**src/rtl/cnn_pkg.sv**
```systemverilog
// Shared CNN definitions: conv2 feature-map geometry, datapath widths, activation bounds.
// Latency: n/a (types and constants only).
// Backpressure: n/a.
package cnn_pkg;

    // conv2 output feature map geometry
    localparam int CONV2_IMG_W = 8;
    localparam int CONV2_IMG_H = 8;

    // conv2 sum width and post-activation width
    localparam int CONV2_SUM_W = 14;
    localparam int ACT_W       = 12;

    // Saturation bounds of a signed ACT_W value
    localparam int ACT_MAX = (2 ** (ACT_W - 1)) - 1;
    localparam int ACT_MIN = -(2 ** (ACT_W - 1));

    typedef logic signed [CONV2_SUM_W-1:0] conv2_sum_t;
    typedef logic signed [ACT_W-1:0]       act_t;

endpackage

```
**src/rtl/pool_max2.sv**
```systemverilog
// Signed two-input maximum used by the 2x2 max-pool datapath.
// Latency: combinational.
// Backpressure: none.
// Ports: a_i, b_i  signed W-bit operands; max_o  the larger of the two.
module pool_max2 #(
    parameter int W = 12
) (
    input  logic signed [W-1:0] a_i,
    input  logic signed [W-1:0] b_i,
    output logic signed [W-1:0] max_o
);

    assign max_o = (a_i > b_i) ? a_i : b_i;

endmodule

```
**src/rtl/conv2_pool_relu.sv**
```systemverilog
// Per-channel conv2 back end: bias add, optional ReLU, saturate to OUT_W, 2x2/stride-2 max-pool.
// Latency: pooled pixel registered 1 cycle after the bottom-right pixel of its 2x2 window.
// Backpressure: none; the consumer must take every out_valid strobe.
//
// Ports:
//   clk, rst            clock and synchronous active-high reset
//   in_valid, in_data   one raster pixel per strobe, signed IN_W
//   out_valid, out_data pooled pixel strobe and signed OUT_W value (held between strobes)
//   frame_done          pulses together with the last pooled pixel of a frame
// Build option: define CONV2_POOL_RELU_EN to clamp negative bias-added sums to 0.
module conv2_pool_relu
    import cnn_pkg::*;
#(
    parameter int                     IN_W  = CONV2_SUM_W,
    parameter int                     OUT_W = ACT_W,
    parameter int                     IMG_W = CONV2_IMG_W,  // even, >= 4
    parameter int                     IMG_H = CONV2_IMG_H,  // even
    parameter logic signed [IN_W-1:0] BIAS  = '0
) (
    input  logic                    clk,
    input  logic                    rst,
    input  logic                    in_valid,
    input  logic signed [IN_W-1:0]  in_data,
    output logic                    out_valid,
    output logic signed [OUT_W-1:0] out_data,
    output logic                    frame_done
);

    localparam int CW = $clog2(IMG_W);
    localparam int RW = (IMG_H > 1) ? $clog2(IMG_H) : 1;
    localparam int BW = CW - 1;
    localparam int BD = IMG_W / 2;

    localparam logic [CW-1:0] COL_LAST = CW'(IMG_W - 1);
    localparam logic [RW-1:0] ROW_LAST = RW'(IMG_H - 1);

    localparam logic signed [IN_W:0] SAT_MAX = (IN_W + 1)'((2 ** (OUT_W - 1)) - 1);
    localparam logic signed [IN_W:0] SAT_MIN = ~SAT_MAX;   // -(2^(OUT_W-1))

    // ---------------- front end: bias, ReLU, saturate ----------------
    logic signed [IN_W:0]    sum_s;
    logic signed [IN_W:0]    act_s;
    logic signed [OUT_W-1:0] px_sat;

    // One extra bit so the bias add can never wrap
    assign sum_s = {in_data[IN_W-1], in_data} + {BIAS[IN_W-1], BIAS};

`ifdef CONV2_POOL_RELU_EN
    assign act_s = sum_s[IN_W] ? '0 : sum_s;
`else
    assign act_s = sum_s;
`endif

    always_comb begin
        px_sat = act_s[OUT_W-1:0];
        if (act_s > SAT_MAX) begin
            px_sat = SAT_MAX[OUT_W-1:0];
        end else if (act_s < SAT_MIN) begin
            px_sat = SAT_MIN[OUT_W-1:0];
        end
    end

    // ---------------- state ----------------
    logic [CW-1:0]           col_q, col_d;
    logic [RW-1:0]           row_q, row_d;
    logic signed [OUT_W-1:0] hold_q;
    logic signed [OUT_W-1:0] buf_q [BD];
    logic                    out_valid_q, out_valid_d;
    logic                    frame_done_q, frame_done_d;
    logic signed [OUT_W-1:0] out_data_q;

    logic                    col_last, row_last;
    logic [BW-1:0]           buf_idx;
    logic signed [OUT_W-1:0] pair_max;
    logic signed [OUT_W-1:0] win_max;

    assign col_last = (col_q == COL_LAST);
    assign row_last = (row_q == ROW_LAST);
    assign buf_idx  = col_q[CW-1:1];

    // Horizontal pair max (held even-column pixel vs current odd-column pixel)
    pool_max2 #(.W(OUT_W)) u_pair_max (
        .a_i   (hold_q),
        .b_i   (px_sat),
        .max_o (pair_max)
    );

    // Window max: pair max of the upper row (buffered) vs pair max of this row
    pool_max2 #(.W(OUT_W)) u_row_max (
        .a_i   (buf_q[buf_idx]),
        .b_i   (pair_max),
        .max_o (win_max)
    );

    always_comb begin
        col_d = col_q;
        row_d = row_q;
        if (in_valid) begin
            if (col_last) begin
                col_d = '0;
                row_d = row_last ? '0 : row_q + 1'b1;
            end else begin
                col_d = col_q + 1'b1;
            end
        end
    end

    // A window completes on every odd-row, odd-column pixel
    assign out_valid_d  = in_valid & row_q[0] & col_q[0];
    assign frame_done_d = out_valid_d & col_last & row_last;

    always_ff @(posedge clk) begin
        if (rst) begin
            col_q        <= '0;
            row_q        <= '0;
            hold_q       <= '0;
            out_valid_q  <= 1'b0;
            frame_done_q <= 1'b0;
            out_data_q   <= '0;
            for (int i = 0; i < BD; i++) begin
                buf_q[i] <= '0;
            end
        end else begin
            col_q        <= col_d;
            row_q        <= row_d;
            out_valid_q  <= out_valid_d;
            frame_done_q <= frame_done_d;
            if (in_valid) begin
                if (!col_q[0]) begin
                    hold_q <= px_sat;
                end else if (!row_q[0]) begin
                    buf_q[buf_idx] <= pair_max;
                end
            end
            if (out_valid_d) begin
                out_data_q <= win_max;
            end
        end
    end

    assign out_valid  = out_valid_q;
    assign out_data   = out_data_q;
    assign frame_done = frame_done_q;

endmodule

```
**config.mk**
```make
export PLATFORM = sky130hd
export DESIGN_NAME = conv2_pool_relu
export DESIGN_NICKNAME = d
export VERILOG_FILES = /design/src/rtl/cnn_pkg.sv /design/src/rtl/pool_max2.sv /design/src/rtl/conv2_pool_relu.sv
export SDC_FILE = /design/constraint.sdc
export NUM_CORES = 1
export LEC_CHECK = 0
export ABC_AREA = 1
export CORE_MARGIN = 4
export CORE_UTILIZATION = 35
export CTS_CLUSTER_SIZE = 10
export DETAILED_ROUTE_END_ITERATION = 10
export DONT_BUFFER_PORTS = 1
export PLACE_DENSITY = 0.54
export SLEW_MARGIN = 20
export SYNTH_ARGS = -nofsm -noshare
export SYNTH_HDL_FRONTEND = slang
export SYNTH_HIERARCHICAL = 1
export SYNTH_SLANG_ARGS = --single-unit
```
**constraint.sdc**
```tcl
create_clock -name clk -period 3.7 [get_ports clk]
set_input_delay 0.185 -clock clk [delete_from_list [all_inputs] [get_ports clk]]
set_output_delay 0.185 -clock clk [all_outputs]
set_load 0.1 [all_outputs]
```
# == Word level (Yosys, flattened, before mapping) ==
# Memory sizes are Yosys's and may differ from the RTL's. A register that Yosys moved wholly into a read port is not among the register bits.
# Cells that the tools add are included.
# totals
regBits,32
mem_count,1
out_inout_bits,14
ram_bits,48
word_cells,41
# mem_list
name,words,width,read_ports,rd_clocked_by_memory_dff,write_ports,line,rtl
buf_q,4,12,1,1,4,conv2_pool_relu.sv:67,logic signed [OUT_W-1:0] buf_q [BD];
# op_classes
n_bitwise,5
mux,18
addsub,2
n_lt_le_gt_ge,4
eq_ne,2
n_reduce_logical,3
# ops
op,n
12-bit 2-to-1 mux,5
12-bit > comparator,2
14-bit by 12-bit > comparator with 1-bit output (second input constant),1
14-bit by 12-bit less-than comparator with 1-bit output (second input constant),1
12-bit OR reduction,1
1-bit 2-to-1 mux,8
3-bit by 1-bit adder with 3-bit output (second input constant),2
3-bit equality test (second input constant),2
2-bit 2-to-1 mux,3
3-bit 2-to-1 mux,2
1-bit bitwise AND,4
2-bit AND reduction,2
1-bit NOT,1

# == Logic depth before layout (Yosys ltp) ==
# Gate-level depths: netlist (run 1).
# logic_depth
ltp_word,7
ltp_mapped,33
ltp_nobuf,30

# == Modules after synthesis ==
# Netlist (run 1), hierarchy kept.
# by_module_without_submodules
mod,cells_per_inst,area_per_inst_um2,seq_area_each_um2,n_inst
conv2_pool_relu,395,3677.3,2122.0,1
pool_max2,104,653.1,0.0,2

# == Worst setup path before layout (run 1) ==
# OpenSTA, ideal clock, no wires.
# synth_path
kind,input to register
start,input in_data[11]
end,"register out_data_q[1], in the netlist out_data[1]"
t_arrival_ns,3.110
setup_time_ns,0.132
setup_slack_ns,0.457
path_stages,30
path_buffers,3
required_ns,3.568
path_cell_list,o21ai_1 -> buf_2 -> nand2_1 -> inv_1 -> ha_1 -> nand2_1 -> clkinv_2 -> nand2_4 -> inv_1 -> nand2_1 -> nand4_1 -> nand3_2 -> buf_6 -> nand2_2 -> nand2_1 -> inv_1 -> ha_1 -> nand2_1 -> clkinv_2 -> nand2_4 -> inv_1 -> nand2_1 -> nand3_2 -> nand2_1 -> nand3_2 -> buf_6 -> nand2_2 -> nand2_1 -> nand4_1 -> a21oi_1
# synth_between
elab_chain_cells,7
word_cells_on_any_way,8
cone_classes,4 x order compare; 4 x mux
# synth_rtl
item,line,rtl
"start, declared",conv2_pool_relu.sv:23,"input logic signed [IN_W-1:0] in_data,"
14-bit by 12-bit less-than comparator with 1-bit output,conv2_pool_relu.sv:58,end else if (act_s < SAT_MIN) begin
12-bit 2-to-1 mux,conv2_pool_relu.sv:58,
12-bit 2-to-1 mux *,conv2_pool_relu.sv:56,if (act_s > SAT_MAX) begin
named net px_sat[9],conv2_pool_relu.sv:43,logic signed [OUT_W-1:0] px_sat;
12-bit > comparator,pool_max2.sv:13,assign max_o = (a_i > b_i) ? a_i : b_i;
12-bit 2-to-1 mux *,pool_max2.sv:13,
named net pair_max[9],conv2_pool_relu.sv:74,logic signed [OUT_W-1:0] pair_max;
12-bit > comparator *,pool_max2.sv:13,
12-bit 2-to-1 mux *,pool_max2.sv:13,
named net win_max[1],conv2_pool_relu.sv:75,logic signed [OUT_W-1:0] win_max;
"end signal, assigned",conv2_pool_relu.sv:136,out_data_q <= win_max;
"end, declared",conv2_pool_relu.sv:70,logic signed [OUT_W-1:0] out_data_q;
# Mark *: on every way through the listed nets, which the timed path passes. The rest lies on a longest branch.
# A chain may end at the register's enable or synchronous reset.

# == Worst setup path after layout (run 1) ==
# layout_path
start,register hold_q[11]
end,"register out_data_q[6], in the netlist out_data[6]"
# layout_between
elab_chain_cells,4
# layout_rtl
item,line,rtl
"start, declared",conv2_pool_relu.sv:66,logic signed [OUT_W-1:0] hold_q;
"start signal, assigned",conv2_pool_relu.sv:130,hold_q <= px_sat;
12-bit > comparator,pool_max2.sv:13,
12-bit 2-to-1 mux,pool_max2.sv:13,
named net pair_max[1],conv2_pool_relu.sv:74,
12-bit > comparator,pool_max2.sv:13,
12-bit 2-to-1 mux,pool_max2.sv:13,
named net win_max[6],conv2_pool_relu.sv:75,
# The timed path passes the listed nets, and every way through them passes these cells.

==> impl_metrics.py, run 1 <==
metrics = {
    "status": {
        "outcome": "completed",
    },
    "sta": {
        "report.final.slew_viol_count": 0,
        "clock_skew_ns": 0.00675,
        "max_slew.worst_pin.slew_ns": 1.04,
        "hold-worst-slack_ns": 0.00466,
        "unrepaired_setup_endpoints_after_global_routing": "no",
        "final_hold_viol_count": 0,
        "max_freq_mhz": 297,
        "max_slew_margin_pct": 30.8,
        "period_minus_slack_ns": 3.37,
        "setup_viol": 0,
        "post-route-period-util_pct": 91.1,
        "layout_setup_ws_ns": 0.331,
    },
    "setup_path": {
        "critical_path.max_fanout": 9,
        "setup.worst_path.start_class": "flip-flop",
        "r2r_start": "hold_q[11]$_SDFFE_PP0P_",
        "required_ns": 3.96,
        "depth_of_the_worst_register_to_register_path": 25,
        "r2r_end": "out_data[6]$_SDFFE_PP0N_",
        "timing.setup.critical_path_class": "reg2reg",
        "timing.critical_path.to_type": "flip-flop",
        "regToRegSetupSlack_ns": 0.33,
        "worst_ep_arrival_time_ns": 3.63,
    },
    "cts": {
        "h-tree-depth": 3,
        "cts_inserted_buffers": 9,
        "worst_skew_pair.late_latency_ns": 0.34,
        "cts_num_sinks": 82,
        "clkSlewWorstSetupHoldPaths_ns": 0.06,
        "tritoncts": "done",
        "cts-root-buf": "sky130_fd_sc_hd__clkbuf_16",
        "clockBufferDepth": 2,
    },
    "place": {
        "gp_congestion": 0.875,
        "place_worst_setup_slack_ns": -0.187,
        "io_buffers": 0,
        "hpwlAfterDp_um": 8240,
    },
    "grt": {
        "grt.busiest_layer": "met2",
        "met1_usage_pct": 21.5,
        "global_route_usage_sum_pct": 15.3,
        "grt_util_met3_pct": 3.01,
        "grtUsageMet2_pct": 24.0,
        "first_pass_grt_wire_length_um": 19500,
        "grt_max_degree": 26,
        "antenna_found_initial": 0,
        "gr-total-overflow": 0,
        "grt_pass1_vias": 3766,
    },
    "synthesis": {
        "syn-num-nets": 648,
        "ys_ff_latch": 82,
        "post_synthesis_cell_count": 603,
        "ys.warnings.count": 6,
        "post_synth_num_cell_types": 29,
        "synth-seq-area-share_pct": 42.6,
        "syn-mean-instance-area_um2": 8.26,
        "post_synth_instance_area_um2": 4980,
    },
    "power_and_ir_drop": {
        "switch_pwr_uw": 912,
        "cellLeakagePower_uw": 0.00252,
        "seqPwrFrac_pct": 38.6,
        "power_switching_share_pct": 34.0,
        "power-per-cell-area_nw_per_um2": 492,
        "max-vdd-ir-drop_mv": 0.244,
        "pwr-share-clk_pct": 33.5,
        "internal-power_uw": 1770,
        "share_comb_of_total_power_pct": 27.9,
    },
    "floorplan": {
        "die_height_um": 127,
        "floorplan.initialDensity_pct": 35.8,
        "placement_rows": 43,
        "ios": 31,
        "floorplan.die.width_um": 127,
        "placeableCoreArea_um2": 13900,
        "dieArea_um2": 16200,
    },
    "layout": {
        "syn_to_final_growth_pct": 9.39,
        "ratio_of_cells_with_drive_above_1_in_the_final_layout_pct": 16.0,
        "n_antenna_cell": 0,
        "fin_util_pct": 39.1,
        "nNetsFinal": 641,
    },
    "run": {
        "maxCapViolations": 0,
    },
    "hold_path": {
        "hold_path_startpoint": "in_valid",
        "hold_path_end": "out_data[3]$_SDFFE_PP0N_",
        "min_delay_path_depth": 2,
        "min-delay-path-class": "in2reg",
    },
    "route": {
        "final_wirelength_um": 12000,
        "iteration_count_of_the_initial_detailed_routing_pass": 5,
        "detail_route.iter0.violations": 333,
        "detail_route.wl_per_cell_um": 15.3,
        "postRouteAntennaNets": 0,
        "drcViolationCount": 0,
        "vias": 3879,
        "post_drt_via_cell_ratio": 4.97,
    },
}
[registers in the layout, indices dropped and copies added, names as in the netlist, named ones only]
name        count
hold_q         12
frame_done      1
out_valid       1
row_q           3
buf_q          48
col_q           3
out_data       12
[cell families after synthesis]
group / Yosys count / synth area share [%]
buf+inv: 110 / 10.7
fa+ha+maj: 28 / 7.03
compound gates: 68 / 7.23
flops: 82 / 42.6
simple gates: 315 / 32.5
[worst max-delay path by stage]
stage | from | to | slack, ns | depth (start not counted)
2_1_floorplan | in_data[11] | out_data[1]$_SDFFE_PP0N_ | 0.46 | 30
3_3_place_gp | in_data[12] | out_data[6]$_SDFFE_PP0N_ | -0.07 | 28
3_5_place_dp | in_data[12] | out_data[6]$_SDFFE_PP0N_ | -0.19 | 28
4_1_cts | in_data[12] | out_data[6]$_SDFFE_PP0N_ | 0.12 | 28
5_1_grt | hold_q[11]$_SDFFE_PP0P_ | out_data[9]$_SDFFE_PP0N_ | 0.005 | 25
6_report | hold_q[11]$_SDFFE_PP0P_ | out_data[6]$_SDFFE_PP0N_ | 0.33 | 25
[synthesized netlist by cell type]
cell type,instances,area [µm²]
sky130_fd_sc_hd__nand2_1,111,417
sky130_fd_sc_hd__nor2_1,90,338
sky130_fd_sc_hd__inv_1,68,255
sky130_fd_sc_hd__edfxtp_1,48,1440
sky130_fd_sc_hd__nand3_1,38,190
sky130_fd_sc_hd__dfxtp_1,34,681
sky130_fd_sc_hd__o21ai_0,31,155
sky130_fd_sc_hd__ha_1,28,350
sky130_fd_sc_hd__nand2_2,26,163
sky130_fd_sc_hd__a21oi_1,22,110
sky130_fd_sc_hd__nand4_1,16,100
sky130_fd_sc_hd__o22ai_1,12,75.1
sky130_fd_sc_hd__buf_6,10,113
sky130_fd_sc_hd__buf_2,9,45.0
sky130_fd_sc_hd__nor3_2,8,80.1
sky130_fd_sc_hd__clkbuf_1,7,26.3
sky130_fd_sc_hd__buf_4,6,45.0
sky130_fd_sc_hd__inv_2,6,22.5
sky130_fd_sc_hd__nand2_4,6,67.6
sky130_fd_sc_hd__nand3_2,4,40.0
sky130_fd_sc_hd__nand4_4,4,85.1
sky130_fd_sc_hd__nor3_1,4,20.0
sky130_fd_sc_hd__nor2_4,3,33.8
sky130_fd_sc_hd__nor2_8,3,60.1
sky130_fd_sc_hd__a21o_1,2,15.0
sky130_fd_sc_hd__clkbuf_4,2,15.0
sky130_fd_sc_hd__clkinv_2,2,10.0
sky130_fd_sc_hd__nand4_2,2,25.0
sky130_fd_sc_hd__o21ai_1,1,5.00
[through the flow]
step | setup TNS, ns | std cells | power [µW] | instance area (µm²)
after floorplan | 0 | 603 | 1620 | 4980
after CTS | 0 | 778 | 2650 | 5380
final | 0 | 781 | 2680 | 5450
after detailed placement | -1.78 | 759 | 1740 | 5050
after global routing | 0 | 781 | 2840 | 5450
after global placement | -0.466 | 759 | 1730 | 5050
[placed cells by master, fill, tap and decap left out, types with 3 or more instances in the layout]
cell type | netlist | layout
sky130_fd_sc_hd__nor3_1 | 4 | 4
sky130_fd_sc_hd__o22ai_1 | 12 | 12
sky130_fd_sc_hd__nor2_1 | 90 | 90
sky130_fd_sc_hd__nand4_4 | 4 | 4
sky130_fd_sc_hd__inv_1 | 68 | 68
sky130_fd_sc_hd__nor3_2 | 8 | 8
sky130_fd_sc_hd__nand2_4 | 6 | 9
sky130_fd_sc_hd__edfxtp_1 | 48 | 48
sky130_fd_sc_hd__nand2_1 | 111 | 106
sky130_fd_sc_hd__nor2_8 | 3 | 3
sky130_fd_sc_hd__o21ai_0 | 31 | 31
sky130_fd_sc_hd__dlygate4sd3_1 | 0 | 3
sky130_fd_sc_hd__nand2_2 | 26 | 28
sky130_fd_sc_hd__nand3_1 | 38 | 38
sky130_fd_sc_hd__nor2_4 | 3 | 3
sky130_fd_sc_hd__ha_1 | 28 | 28
sky130_fd_sc_hd__inv_2 | 6 | 6
sky130_fd_sc_hd__dfxtp_1 | 34 | 34
sky130_fd_sc_hd__nand3_4 | 0 | 3
sky130_fd_sc_hd__a21oi_1 | 22 | 22
sky130_fd_sc_hd__nand4_1 | 16 | 16
sky130_fd_sc_hd__clkbuf_16 | 0 | 9
sky130_fd_sc_hd__buf_4 | 6 | 11
[timing repair]
item                                   4_1_cts  5_1_grt
endpoints found under the hold margin       26        0
gates resized for setup                      0       11
hold buffers                                 3        0
buffers inserted                             0        2
setup endpoints to repair                    0       12
[layout make-up]
| class | instances | area, µm² |
|---|---|---|
| well taps | 180 | 225 |
| repair buffers | 15 | 133 |
| inverters | 76 | 288 |
| clock buffers | 10 | 229 |
| fillers | 1407 | 8480 |
| multi-input cells | 412 | 2390 |
| flip-flops and latches | 82 | 2120 |
| clock inverters | 6 | 65.1 |
[power groups by stage]
stage / Clock, µW / Sequential [µW] / Combinational [µW]
after floorplan: 0 / 1040 / 582
after global placement: 0 / 1050 / 676
after detailed placement: 0 / 1050 / 690
after CTS: 915 / 1030 / 701
after global routing: 953 / 1040 / 843
final: 899 / 1040 / 749
[routing by layer]
layer | up-vias | part of all wire (%)
met2 | 110 | 45
li1 | 1965 | -
met5 | - | 0
met4 | 0 | 1.7
met1 | 1787 | 46
met3 | 17 | 6.8
[critical path, cell delays in order (launching register included)]
cell and delay [ns]:
sky130_fd_sc_hd__dfxtp_1 0.32, sky130_fd_sc_hd__ha_1 0.37, sky130_fd_sc_hd__nand2_2 0.11, sky130_fd_sc_hd__inv_2 0.04, sky130_fd_sc_hd__nand2_4 0.08, sky130_fd_sc_hd__inv_1 0.04
sky130_fd_sc_hd__nand2_1 0.11, sky130_fd_sc_hd__nand4_1 0.16, sky130_fd_sc_hd__nand3_4 0.20, sky130_fd_sc_hd__buf_4 0.17, sky130_fd_sc_hd__nand2_2 0.04, sky130_fd_sc_hd__nand2_1 0.15
sky130_fd_sc_hd__inv_1 0.06, sky130_fd_sc_hd__ha_1 0.31, sky130_fd_sc_hd__nand2_1 0.09, sky130_fd_sc_hd__nand2_1 0.05, sky130_fd_sc_hd__nand2_1 0.06, sky130_fd_sc_hd__nand2_2 0.06
sky130_fd_sc_hd__nand2_4 0.07, sky130_fd_sc_hd__nand4_1 0.08, sky130_fd_sc_hd__buf_4 0.17, sky130_fd_sc_hd__nand3_4 0.13, sky130_fd_sc_hd__nand2_2 0.06, sky130_fd_sc_hd__nand2_1 0.09
sky130_fd_sc_hd__nand4_1 0.11, sky130_fd_sc_hd__a21oi_1 0.16
No activity file was read; power rests on OpenSTA's default activity.
==> run 2: changes to the inputs <==
--- a/config.mk
+++ b/config.mk
@@ -6,6 +6,7 @@
 export NUM_CORES = 1
 export LEC_CHECK = 0
 export ABC_AREA = 1
+export CORE_ASPECT_RATIO = 0.9
 export CORE_MARGIN = 4
 export CORE_UTILIZATION = 35
 export CTS_CLUSTER_SIZE = 10
==> impl_metrics.py, run 2 (same netlist as run 1, synthesis figures left out) <==
metrics = {
    "layout": {
        "n_antenna_cell": 0,
        "max_flop_register": "buf_q",
        "ratio_of_cells_with_drive_above_1_in_the_final_layout_pct": 16.9,
        "nNetsFinal": 650,
        "layout_commonest_cell": "sky130_fd_sc_hd__nand2_1",
        "syn_to_final_growth_pct": 10.6,
        "largest_register_ffs": 48,
        "most-common-layout-cells": "110 x sky130_fd_sc_hd__nand2_1, 90 x sky130_fd_sc_hd__nor2_1, 68 x sky130_fd_sc_hd__inv_1",
    },
    "setup_path": {
        "r2r_end": "out_data[7]$_SDFFE_PP0N_",
        "regToRegSetupSlack_ns": 0.32,
        "critical_path.max_fanout": 12,
        "critical_path.max_stage_delay_ns": 0.36,
        "worst_ep_arrival_time_ns": 3.57,
        "timing.setup.critical_path_class": "reg2reg",
        "required_ns": 3.89,
        "depth_of_the_worst_register_to_register_path": 25,
        "worst_path_max_delay_cell": "sky130_fd_sc_hd__ha_1",
        "timing.critical_path.to_type": "flip-flop",
        "worst_path_most_repeated_cell": "sky130_fd_sc_hd__nand2_1",
        "r2r_start": "hold_q[11]$_SDFFE_PP0P_",
        "setup.worst_path.start_class": "flip-flop",
    },
    "grt": {
        "global_route_usage_sum_pct": 16.0,
        "grt_max_degree": 26,
        "grt_pass1_vias": 3810,
        "gr-total-overflow": 0,
        "antenna_found_initial": 0,
        "first_pass_grt_wire_length_um": 20100,
    },
    "floorplan": {
        "floorplan.die.width_um": 134,
        "ios": 31,
        "placement_rows": 41,
        "die_height_um": 121,
        "floorplan.initialDensity_pct": 35.6,
        "dieArea_um2": 16200,
        "placeableCoreArea_um2": 14000,
    },
    "place": {
        "hpwlAfterDp_um": 8810,
        "io_buffers": 0,
        "gp_congestion": 0.889,
        "place_worst_setup_slack_ns": -0.0441,
    },
    "power_and_ir_drop": {
        "max-vdd-ir-drop_mv": 0.249,
        "power.total_uw": 2710,
        "power-per-cell-area_nw_per_um2": 491,
        "cellLeakagePower_uw": 0.00256,
    },
    "route": {
        "detail_route.wl_per_cell_um": 15.2,
        "post_drt_via_cell_ratio": 4.83,
        "detail_route.iter0.violations": 215,
        "postRouteAntennaNets": 0,
        "drcViolationCount": 0,
        "vias": 3880,
        "final_wirelength_um": 12200,
        "iteration_count_of_the_initial_detailed_routing_pass": 4,
    },
    "hold_path": {
        "min_delay_path_depth": 2,
        "hold_path_end": "out_data[1]$_SDFFE_PP0N_",
        "min-delay-path-class": "in2reg",
        "hold_path_startpoint": "in_valid",
    },
    "cts": {
        "cts-root-buf": "sky130_fd_sc_hd__clkbuf_16",
        "h-tree-depth": 3,
        "cts_num_sinks": 82,
        "cts_post_setup_buffers_inserted": 0,
        "tritoncts": "done",
        "clkSlewWorstSetupHoldPaths_ns": 0.07,
        "cts_inserted_buffers": 9,
        "clockBufferDepth": 2,
        "worst_skew_pair.late_latency_ns": 0.34,
    },
    "status": {
        "outcome": "completed",
    },
    "sta": {
        "layout_setup_ws_ns": 0.315,
        "clock_skew_ns": 0.00745,
        "final_hold_viol_count": 0,
        "setup_viol": 0,
        "report.final.slew_viol_count": 0,
        "post-route-period-util_pct": 91.5,
        "max_slew.worst_pin.slew_ns": 1.02,
        "max_freq_mhz": 295,
        "period_minus_slack_ns": 3.38,
        "max_slew_margin_pct": 31.9,
        "unrepaired_setup_endpoints_after_global_routing": "no",
    },
    "run": {
        "maxCapViolations": 0,
    },
}
run 2: through the flow:
| stage | setup TNS (ns) | util, % | hold slack, ns | cell area (µm²) | instances |
|---|---|---|---|---|---|
| after floorplan | 0 | - | 0.329 | 4980 | 603 |
| after global placement | 0 | 36.8 | 0.258 | 5150 | 783 |
| after detailed placement | -0.134 | 36.8 | 0.259 | 5150 | 783 |
| after CTS | 0 | 39.2 | 0.00446 | 5490 | 802 |
| after global routing | 0 | 39.4 | 0.0123 | 5510 | 803 |
| final | 0 | 39.4 | 0.0128 | 5510 | 803 |
run 2: per-layer routing:
layer / up-vias / part of all wire [%] / track usage, %
li1: 1979 / - / -
met1: 1823 / 47 / 21.8
met2: 70 / 46 / 26.1
met3: 8 / 5.8 / 3.52
met5: - / 0 / 0
met4: 0 / 0.70 / 3.73
run 2: how the worst max path moves through the flow:
stage	startpoint	endpoint	slack, ns
2_1_floorplan	in_data[11]	out_data[1]$_SDFFE_PP0N_	0.46
3_3_place_gp	in_data[12]	out_data[8]$_SDFFE_PP0N_	0.05
3_5_place_dp	in_data[12]	out_data[6]$_SDFFE_PP0N_	-0.04
4_1_cts	in_data[12]	out_data[6]$_SDFFE_PP0N_	0.26
5_1_grt	hold_q[7]$_SDFFE_PP0P_	out_data[8]$_SDFFE_PP0N_	0.01
6_report	hold_q[11]$_SDFFE_PP0P_	out_data[7]$_SDFFE_PP0N_	0.32
run 2: timing repair:
item                                    4_1_cts  5_1_grt
endpoints found under the setup margin        0       12
resized for setup                             0        3
endpoints found under the hold margin        26        1
hold buffers                                  3        1
run 2: power by group:
part           leakage (µW)  switching [µW]  internal (µW)
logic               0.00164             491            250
clock network      0.000150             385            549
registers          0.000774            28.0           1010
total               0.00256             904           1800
run 2: cell type report:
class                      instances  area [µm²]
clock buffer                      10         239
clock inverter                     6        72.6
fill                            1438        8490
inverter                          76         288
multi-input combinational        411        2340
sequential                        82        2120
tap                              193         241
timing repair buffer              25         210
run 2: worst max-delay path: cells and delay by family, from the launching register on:
family | cells | cell delay, ns
AND/OR/NAND/NOR | 16 | 1.65
adder cells (fa/ha/maj) | 2 | 0.71
buffers and inverters | 6 | 0.43
flip-flops | 1 | 0.33
AO/OA/AOI/OAI | 1 | 0.08
